**config.mk**
```make
export PLATFORM = sky130hd
export DESIGN_NAME = int_div_wb_merge_flat
export DESIGN_NICKNAME = d
export VERILOG_FILES = /design/src/rtl/int_div_wb_merge_if.sv /design/src/rtl/int_div_wb_merge.sv /design/src/flat_wrapper.sv
export SDC_FILE = /design/constraint.sdc
export NUM_CORES = 1
export LEC_CHECK = 0
export CAP_MARGIN = 20
export CORE_MARGIN = 2
export CORE_UTILIZATION = 53
export CTS_CLUSTER_DIAMETER = 200
export DETAILED_ROUTE_END_ITERATION = 10
export PLACE_DENSITY = 0.85
export SYNTH_ARGS = -nofsm -noshare
export SYNTH_HDL_FRONTEND = slang
export SYNTH_SLANG_ARGS = --single-unit
```
**constraint.sdc**
```tcl
create_clock -name clk -period 6.1 [get_ports clk]
set_clock_uncertainty 0.1 [all_clocks]
set_input_delay 0.915 -clock clk [delete_from_list [all_inputs] [get_ports clk]]
set_output_delay 0.915 -clock clk [all_outputs]
set_load 0.01 [all_outputs]
```
**src/rtl/int_div_wb_merge_if.sv**
```systemverilog
// Signal bundle between the divider/EXE/regfile side and the divide-result writeback merger.
interface int_div_wb_merge_if #(
  parameter int unsigned WIDTH = 32
);
  logic             flush;
  logic             div_valid;
  logic             div_we;
  logic [4:0]       div_rd;
  logic [WIDTH-1:0] div_result;
  logic             div_en;
  logic             exe_valid;
  logic             exe_we;
  logic [4:0]       exe_rd;
  logic [WIDTH-1:0] exe_result;
  logic             exe_stall;
  logic             wb_valid;
  logic [4:0]       wb_rd;
  logic [WIDTH-1:0] wb_data;
  logic [4:0]       rs1_addr;
  logic [4:0]       rs2_addr;
  logic             rs1_hit;
  logic             rs2_hit;
  logic [WIDTH-1:0] rs1_data;
  logic [WIDTH-1:0] rs2_data;
  logic             err_ovf;

  modport slave (
    input  flush, div_valid, div_we, div_rd, div_result,
    input  exe_valid, exe_we, exe_rd, exe_result, rs1_addr, rs2_addr,
    output div_en, exe_stall, wb_valid, wb_rd, wb_data,
    output rs1_hit, rs2_hit, rs1_data, rs2_data, err_ovf
  );

  modport master (
    output flush, div_valid, div_we, div_rd, div_result,
    output exe_valid, exe_we, exe_rd, exe_result, rs1_addr, rs2_addr,
    input  div_en, exe_stall, wb_valid, wb_rd, wb_data,
    input  rs1_hit, rs2_hit, rs1_data, rs2_data, err_ovf
  );
endinterface

```
**src/rtl/int_div_wb_merge.sv**
```systemverilog
// Buffers divider results in order and merges them with the EXE stream onto the single
// register-file writeback port, with starvation relief and operand forwarding.
module int_div_wb_merge #(
  parameter int unsigned WIDTH        = 32,
  parameter int unsigned DEPTH        = 2,
  parameter int unsigned STARVE_LIMIT = 4
) (
  input logic              clk,
  input logic              rst,
  int_div_wb_merge_if.slave bus
);

  localparam int unsigned PW = $clog2(DEPTH);
  localparam int unsigned CW = $clog2(DEPTH + 1);
  localparam int unsigned SW = $clog2(STARVE_LIMIT + 1);

  logic [4:0]       mem_rd_q   [DEPTH];
  logic [WIDTH-1:0] mem_data_q [DEPTH];
  logic [PW-1:0]    rd_ptr_q, wr_ptr_q;
  logic [CW-1:0]    count_q;
  logic [SW-1:0]    starve_q;
  logic             wb_valid_q;
  logic [4:0]       wb_rd_q;
  logic [WIDTH-1:0] wb_data_q;
  logic             err_ovf_q;

  logic full, push_req, push_ok, exe_req, buf_req, starve, pop, exe_win;

  always_comb begin
    full     = (count_q == CW'(DEPTH));
    push_req = bus.div_valid && bus.div_we && (bus.div_rd != 5'd0);
    push_ok  = push_req && !full;
    exe_req  = bus.exe_valid && bus.exe_we && (bus.exe_rd != 5'd0);
    buf_req  = (count_q != '0);
    starve   = buf_req && (starve_q == SW'(STARVE_LIMIT));
    pop      = buf_req && (starve || !exe_req);
    exe_win  = exe_req && !starve;
  end

  assign bus.div_en    = !full;
  assign bus.exe_stall = starve;
  assign bus.wb_valid  = wb_valid_q;
  assign bus.wb_rd     = wb_rd_q;
  assign bus.wb_data   = wb_data_q;
  assign bus.err_ovf   = err_ovf_q;

  // Scan oldest to youngest so the youngest matching entry overrides older ones.
  function automatic logic [WIDTH:0] lookup(input logic [4:0] addr);
    logic [WIDTH:0] res;
    logic [PW-1:0]  idx;
    res = '0;
    for (int unsigned i = 0; i < DEPTH; i++) begin
      idx = rd_ptr_q + PW'(i);
      if ((CW'(i) < count_q) && (addr != 5'd0) && (mem_rd_q[idx] == addr)) begin
        res = {1'b1, mem_data_q[idx]};
      end
    end
    return res;
  endfunction

  always_comb begin
    {bus.rs1_hit, bus.rs1_data} = lookup(bus.rs1_addr);
    {bus.rs2_hit, bus.rs2_data} = lookup(bus.rs2_addr);
  end

  always_ff @(posedge clk) begin
    if (push_ok && !bus.flush) begin
      mem_rd_q[wr_ptr_q]   <= bus.div_rd;
      mem_data_q[wr_ptr_q] <= bus.div_result;
    end
  end

  always_ff @(posedge clk or negedge rst) begin
    if (!rst) begin
      rd_ptr_q   <= '0;
      wr_ptr_q   <= '0;
      count_q    <= '0;
      starve_q   <= '0;
      wb_valid_q <= 1'b0;
      wb_rd_q    <= '0;
      wb_data_q  <= '0;
      err_ovf_q  <= 1'b0;
    end else begin
      if (push_req && full) begin
        err_ovf_q <= 1'b1;
      end
      if (bus.flush) begin
        rd_ptr_q   <= '0;
        wr_ptr_q   <= '0;
        count_q    <= '0;
        starve_q   <= '0;
        wb_valid_q <= 1'b0;
      end else begin
        if (push_ok) begin
          wr_ptr_q <= wr_ptr_q + 1'b1;
        end
        if (pop) begin
          rd_ptr_q <= rd_ptr_q + 1'b1;
        end
        if (push_ok && !pop) begin
          count_q <= count_q + 1'b1;
        end else if (pop && !push_ok) begin
          count_q <= count_q - 1'b1;
        end

        if (pop || !buf_req) begin
          starve_q <= '0;
        end else if (exe_win && (starve_q != SW'(STARVE_LIMIT))) begin
          starve_q <= starve_q + 1'b1;
        end

        // With no winner the data/rd registers keep their last value.
        if (pop) begin
          wb_valid_q <= 1'b1;
          wb_rd_q    <= mem_rd_q[rd_ptr_q];
          wb_data_q  <= mem_data_q[rd_ptr_q];
        end else if (exe_win) begin
          wb_valid_q <= 1'b1;
          wb_rd_q    <= bus.exe_rd;
          wb_data_q  <= bus.exe_result;
        end else begin
          wb_valid_q <= 1'b0;
        end
      end
    end
  end

endmodule

```
**src/flat_wrapper.sv**
```systemverilog
// flat-port wrapper written by rule: the top's interface ports become plain ports
module int_div_wb_merge_flat 
#(
  parameter int unsigned WIDTH        = 32,
  parameter int unsigned DEPTH        = 2,
  parameter int unsigned STARVE_LIMIT = 4
)
  (clk, rst, bus_flush, bus_div_valid, bus_div_we, bus_div_rd, bus_div_result, bus_exe_valid, bus_exe_we, bus_exe_rd, bus_exe_result, bus_rs1_addr, bus_rs2_addr, bus_div_en, bus_exe_stall, bus_wb_valid, bus_wb_rd, bus_wb_data, bus_rs1_hit, bus_rs2_hit, bus_rs1_data, bus_rs2_data, bus_err_ovf);
  int_div_wb_merge_if #(.WIDTH(WIDTH)) bus_i ();
  input logic clk;
  input logic rst;
  input wire logic [$bits(bus_i.flush)-1:0] bus_flush;
  input wire logic [$bits(bus_i.div_valid)-1:0] bus_div_valid;
  input wire logic [$bits(bus_i.div_we)-1:0] bus_div_we;
  input wire logic [$bits(bus_i.div_rd)-1:0] bus_div_rd;
  input wire logic [$bits(bus_i.div_result)-1:0] bus_div_result;
  input wire logic [$bits(bus_i.exe_valid)-1:0] bus_exe_valid;
  input wire logic [$bits(bus_i.exe_we)-1:0] bus_exe_we;
  input wire logic [$bits(bus_i.exe_rd)-1:0] bus_exe_rd;
  input wire logic [$bits(bus_i.exe_result)-1:0] bus_exe_result;
  input wire logic [$bits(bus_i.rs1_addr)-1:0] bus_rs1_addr;
  input wire logic [$bits(bus_i.rs2_addr)-1:0] bus_rs2_addr;
  output wire logic [$bits(bus_i.div_en)-1:0] bus_div_en;
  output wire logic [$bits(bus_i.exe_stall)-1:0] bus_exe_stall;
  output wire logic [$bits(bus_i.wb_valid)-1:0] bus_wb_valid;
  output wire logic [$bits(bus_i.wb_rd)-1:0] bus_wb_rd;
  output wire logic [$bits(bus_i.wb_data)-1:0] bus_wb_data;
  output wire logic [$bits(bus_i.rs1_hit)-1:0] bus_rs1_hit;
  output wire logic [$bits(bus_i.rs2_hit)-1:0] bus_rs2_hit;
  output wire logic [$bits(bus_i.rs1_data)-1:0] bus_rs1_data;
  output wire logic [$bits(bus_i.rs2_data)-1:0] bus_rs2_data;
  output wire logic [$bits(bus_i.err_ovf)-1:0] bus_err_ovf;
  assign bus_i.flush = bus_flush;
  assign bus_i.div_valid = bus_div_valid;
  assign bus_i.div_we = bus_div_we;
  assign bus_i.div_rd = bus_div_rd;
  assign bus_i.div_result = bus_div_result;
  assign bus_i.exe_valid = bus_exe_valid;
  assign bus_i.exe_we = bus_exe_we;
  assign bus_i.exe_rd = bus_exe_rd;
  assign bus_i.exe_result = bus_exe_result;
  assign bus_i.rs1_addr = bus_rs1_addr;
  assign bus_i.rs2_addr = bus_rs2_addr;
  assign bus_div_en = bus_i.div_en;
  assign bus_exe_stall = bus_i.exe_stall;
  assign bus_wb_valid = bus_i.wb_valid;
  assign bus_wb_rd = bus_i.wb_rd;
  assign bus_wb_data = bus_i.wb_data;
  assign bus_rs1_hit = bus_i.rs1_hit;
  assign bus_rs2_hit = bus_i.rs2_hit;
  assign bus_rs1_data = bus_i.rs1_data;
  assign bus_rs2_data = bus_i.rs2_data;
  assign bus_err_ovf = bus_i.err_ovf;
  int_div_wb_merge #(.WIDTH(WIDTH), .DEPTH(DEPTH), .STARVE_LIMIT(STARVE_LIMIT)) u_core (.clk(clk), .rst(rst), .bus(bus_i));
endmodule
```
==> out/qor.txt <==
========================================================================================================
Routed len/inst                                                                                  20.1 um
Startpoint type of the worst setup path                                                        input pin
Fin nets                                                                                             974
Synth Warn #                                                                                           0
Share of cells above drive strength 1                                                              7.30%
I/O pins                                                                                             198
Post-route fraction of the period consumed by the critical path                                    82.5%
Critical path capture point type                                                              output pin
Hold bufs inserted after CTS                                                                           0
Most common flop cell mapped by yosys                                                           edfxtp_1
Grt total ovfl                                                                                         0
Setup repair after global routing missed its margin                                                false
Post-CTS clock slew at the launch and capture registers of the worst setup and hold paths        0.05 ns
Via count of the first global-routing pass                                                          6214
P_leak                                                                                           3.37 nW
Power per Cell Area                                                                          396 nW/um^2
Final Total Pwr                                                                                0.00386 W
Final weighted congestion in routability-driven placement                                          0.906
Yosys reg bits                                                                                       120
# resized after CTS                                                                                    0
Number of core rows                                                                                   42
Clock Tree Buf Depth                                                                                   2
Share of flip-flops with an asynchronous set or reset                                              38.3%
Clock tree from TritonCTS                                                                          built
Slew at the pin closest to its max-slew limit                                                    1.09 ns
Buffers inserted by post-CTS timing repair                                                             0
Classification of the worst setup path                                                            in2out
Die height                                                                                        121 um
Peak supply drop                                                                                0.219 mV
Max Freq                                                                                         199 MHz
Synth area leader                                                                               edfxtp_1
Detailed-route via count                                                                            6680
Number of pins with negative max-slew slack in the final report                                        0
Post-Layout Inst Area                                                                         9750 sq um
Deepest level of the CTS H-tree                                                                        4
Final setup violation count                                                                            0
Cells taking the most area after synthesis                                                  edfxtp_1 (31%), dfrtp_1 (16%), a21oi_1 (4.5%), nand4_1 (4.1%), a221oi_1 (4.0%)
Area inside the core boundary                                                                13300 sq um
Final core occ                                                                                     73.3%
Area growth from synthesis to layout                                                               34.8%
Ant. Diodes                                                                                            0
Dpl hpwl                                                                                        14500 um
Number of buffers created by CTS                                                                      17
Arrival time of the worst setup path                                                             4.02 ns
Post-DR vias/cell                                                                                   6.26
Total DRC errors in the routed layout                                                                  0
Sequential area share after synthesis                                                              46.6%
Kind of path behind the tightest hold check                                                      reg2reg
Cell Area, Placed                                                                             9130 sq um
Number of cells produced by synthesis                                                                722
Worst slew slack as a fraction of its limit                                                        27.0%
Synthesized cell area                                                                         7230 sq um
Area share of the largest cell type after synthesis                                                30.7%
First drt pass iteration count                                                                         6
Die Area                                                                                     14600 sq um
Number of DRC markers after the initial detailed-route iteration                                     679
GRT Total Usage                                                                                    28.9%
Number of filler cells placed in the layout                                                          928
Count of cell types in the netlist                                                                    47
Final min period                                                                                 5.03 ns
TritonCTS sink count                                                                                 120
Count of nets left with antenna violations after detail routing                                        0
Number of enable flip-flop cells after synthesis                                                      74
Wirelength, routed                                                                              21400 um
Result of the run                                                                           complete, no violations
CTS root buf                                                                                   clkbuf_16
Mean area per synthesized cell                                                                10.0 sq um
Port Buffer Count                                                                                    197
Max-capacitance violation count                                                                        0
Pin count of the biggest net entering global routing                                                 124
Critical-path maximum fanout                                                                          64
Clock Latency Late Sink                                                                          0.41 ns
Post-synth net total                                                                                 818
Required time of the worst setup path                                                            5.08 ns
Initial cell density of the core                                                                   54.4%
Number of antenna violations at the first check in global routing                                      0
Die width                                                                                         121 um
Post-route setup TNS                                                                                0 ns
Global-route wire length before repair                                                          32700 um
Total count of hold-check failures in the final report                                                 0
========================================================================================================
-- path summary, 6_finish.rpt --
check,slack [ns],to,start,cells after the start
setup / recovery,1.07,bus_rs1_data[11],bus_rs1_addr[0],9
hold / removal,0.38,u_core.bus.wb_data[31],u_core.bus.wb_data[31],2
setup reg to reg,3.03,u_core.count_q[1],u_core.count_q[0],8
hold reg to reg,0.38,u_core.bus.wb_data[31],u_core.bus.wb_data[31],2
max in group asynchronous,4.61,u_core.rd_ptr_q,rst,1
min in group asynchronous,0.57,u_core.bus.wb_data[27],rst,1
-- synthesized netlist by cell type (all sizes together) (10+ instances only) --
cell type,count
nor2b,14
a21oi,65
nor2,36
dfrtp,46
buf,43
nand4,47
nand3,49
clkbuf,29
a221oi,33
nand3b,33
edfxtp,74
nand4b,18
mux2i,27
nand2,34
o211ai,10
xnor2,10
or3,10
a22oi,32
xor2,12
and2,11
inv,10
o21ai,41
-- where the power goes --
part	internal, W	leakage [nW]	switching, W
Clock	0.000619	0.296	0.000338
Sequential	0.00103	1.24	0.000114
Combinational	0.000847	1.83	0.000921
Total	0.00249	3.37	0.00137
-- placed cells by master (no fill, tap or decap), types with 9 or more instances in the layout --
| master | n |
|---|---|
| a21oi_1 | 65 |
| a221oi_1 | 33 |
| a22oi_1 | 32 |
| and2_1 | 10 |
| buf_4 | 10 |
| clkbuf_16 | 19 |
| clkdlybuf4s50_1 | 196 |
| dfrtp_1 | 45 |
| edfxtp_1 | 74 |
| inv_1 | 10 |
| mux2i_1 | 26 |
| nand2_1 | 34 |
| nand3_1 | 49 |
| nand3b_1 | 33 |
| nand4_1 | 47 |
| nand4b_1 | 18 |
| nor2_1 | 35 |
| nor2b_1 | 14 |
| o211ai_2 | 9 |
| o21ai_0 | 41 |
| or3_1 | 10 |
| xnor2_1 | 10 |
| xor2_1 | 12 |
-- flip-flops by register name, summed over array words and instances (netlist names) --
signal               count
u_core.bus.err_ovf       1
u_core.rd_ptr_q          1
u_core.count_q           2
u_core.mem_data_q       64
u_core.bus.wb_valid      1
u_core.starve_q          3
u_core.wr_ptr_q          1
u_core.bus.wb_data      32
u_core.mem_rd_q         10
u_core.bus.wb_rd         5
-- cells by family (layout without fill, tap and decap cells) --
group	Yosys count	in the layout	share of synthesized area, %
multiplexers	28	28	4.07
AND/OR/NAND/NOR	269	269	21.2
XOR/XNOR	22	22	2.66
buffers and inverters	82	251	6.07
adder cells (fa/ha/maj)	5	5	0.865
flip-flops	120	120	46.6
AO/OA/AOI/OAI	196	196	18.5
-- per-layer routing --
layer | vias to the layer above | global-route usage [%] | part of all wire, % | wire length, um
met4 | 0 | 10.3 | 2.2 | 479
li1 | 3100 | - | - | -
met3 | 37 | 6.37 | 8.4 | 1800
met1 | 3193 | 40.1 | 42 | 9070
met2 | 350 | 44.7 | 47 | 10100
met5 | - | 0 | 0 | 0
-- layout make-up --
cell class | count | area, sq um | share of cell area [%]
multi-input combinational | 520 | 3450 | 35.4
sequential | 120 | 3380 | 34.6
timing repair buffer | 209 | 2080 | 21.3
clock buffer | 26 | 552 | 5.66
tap | 176 | 220 | 2.26
inverter | 10 | 37.5 | 0.385
clock inverter | 6 | 31.3 | 0.321
-- stage by stage --
| step | hold slack (ns) | std cells | setup WS, ns |
|---|---|---|---|
| floorplan | 0.393 | 722 | 1.50 |
| global placement | 0.343 | 1033 | 1.00 |
| detailed placement | 0.356 | 1033 | 0.905 |
| CTS | 0.385 | 1065 | 0.933 |
| global route | 0.394 | 1067 | 0.910 |
| finish | 0.381 | 1067 | 1.07 |
-- worst max-delay path, cell delays in order --
cell and delay [ns]:
clkdlybuf4s50_1 0.47, or4_1 0.58, nand3_1 0.12, a211oi_2 0.09, a211oi_4 0.23, buf_4 0.55
a22oi_1 0.19, a21oi_1 0.23, clkdlybuf4s50_1 0.60
Note: power is estimated with default switching activity, not from simulation.
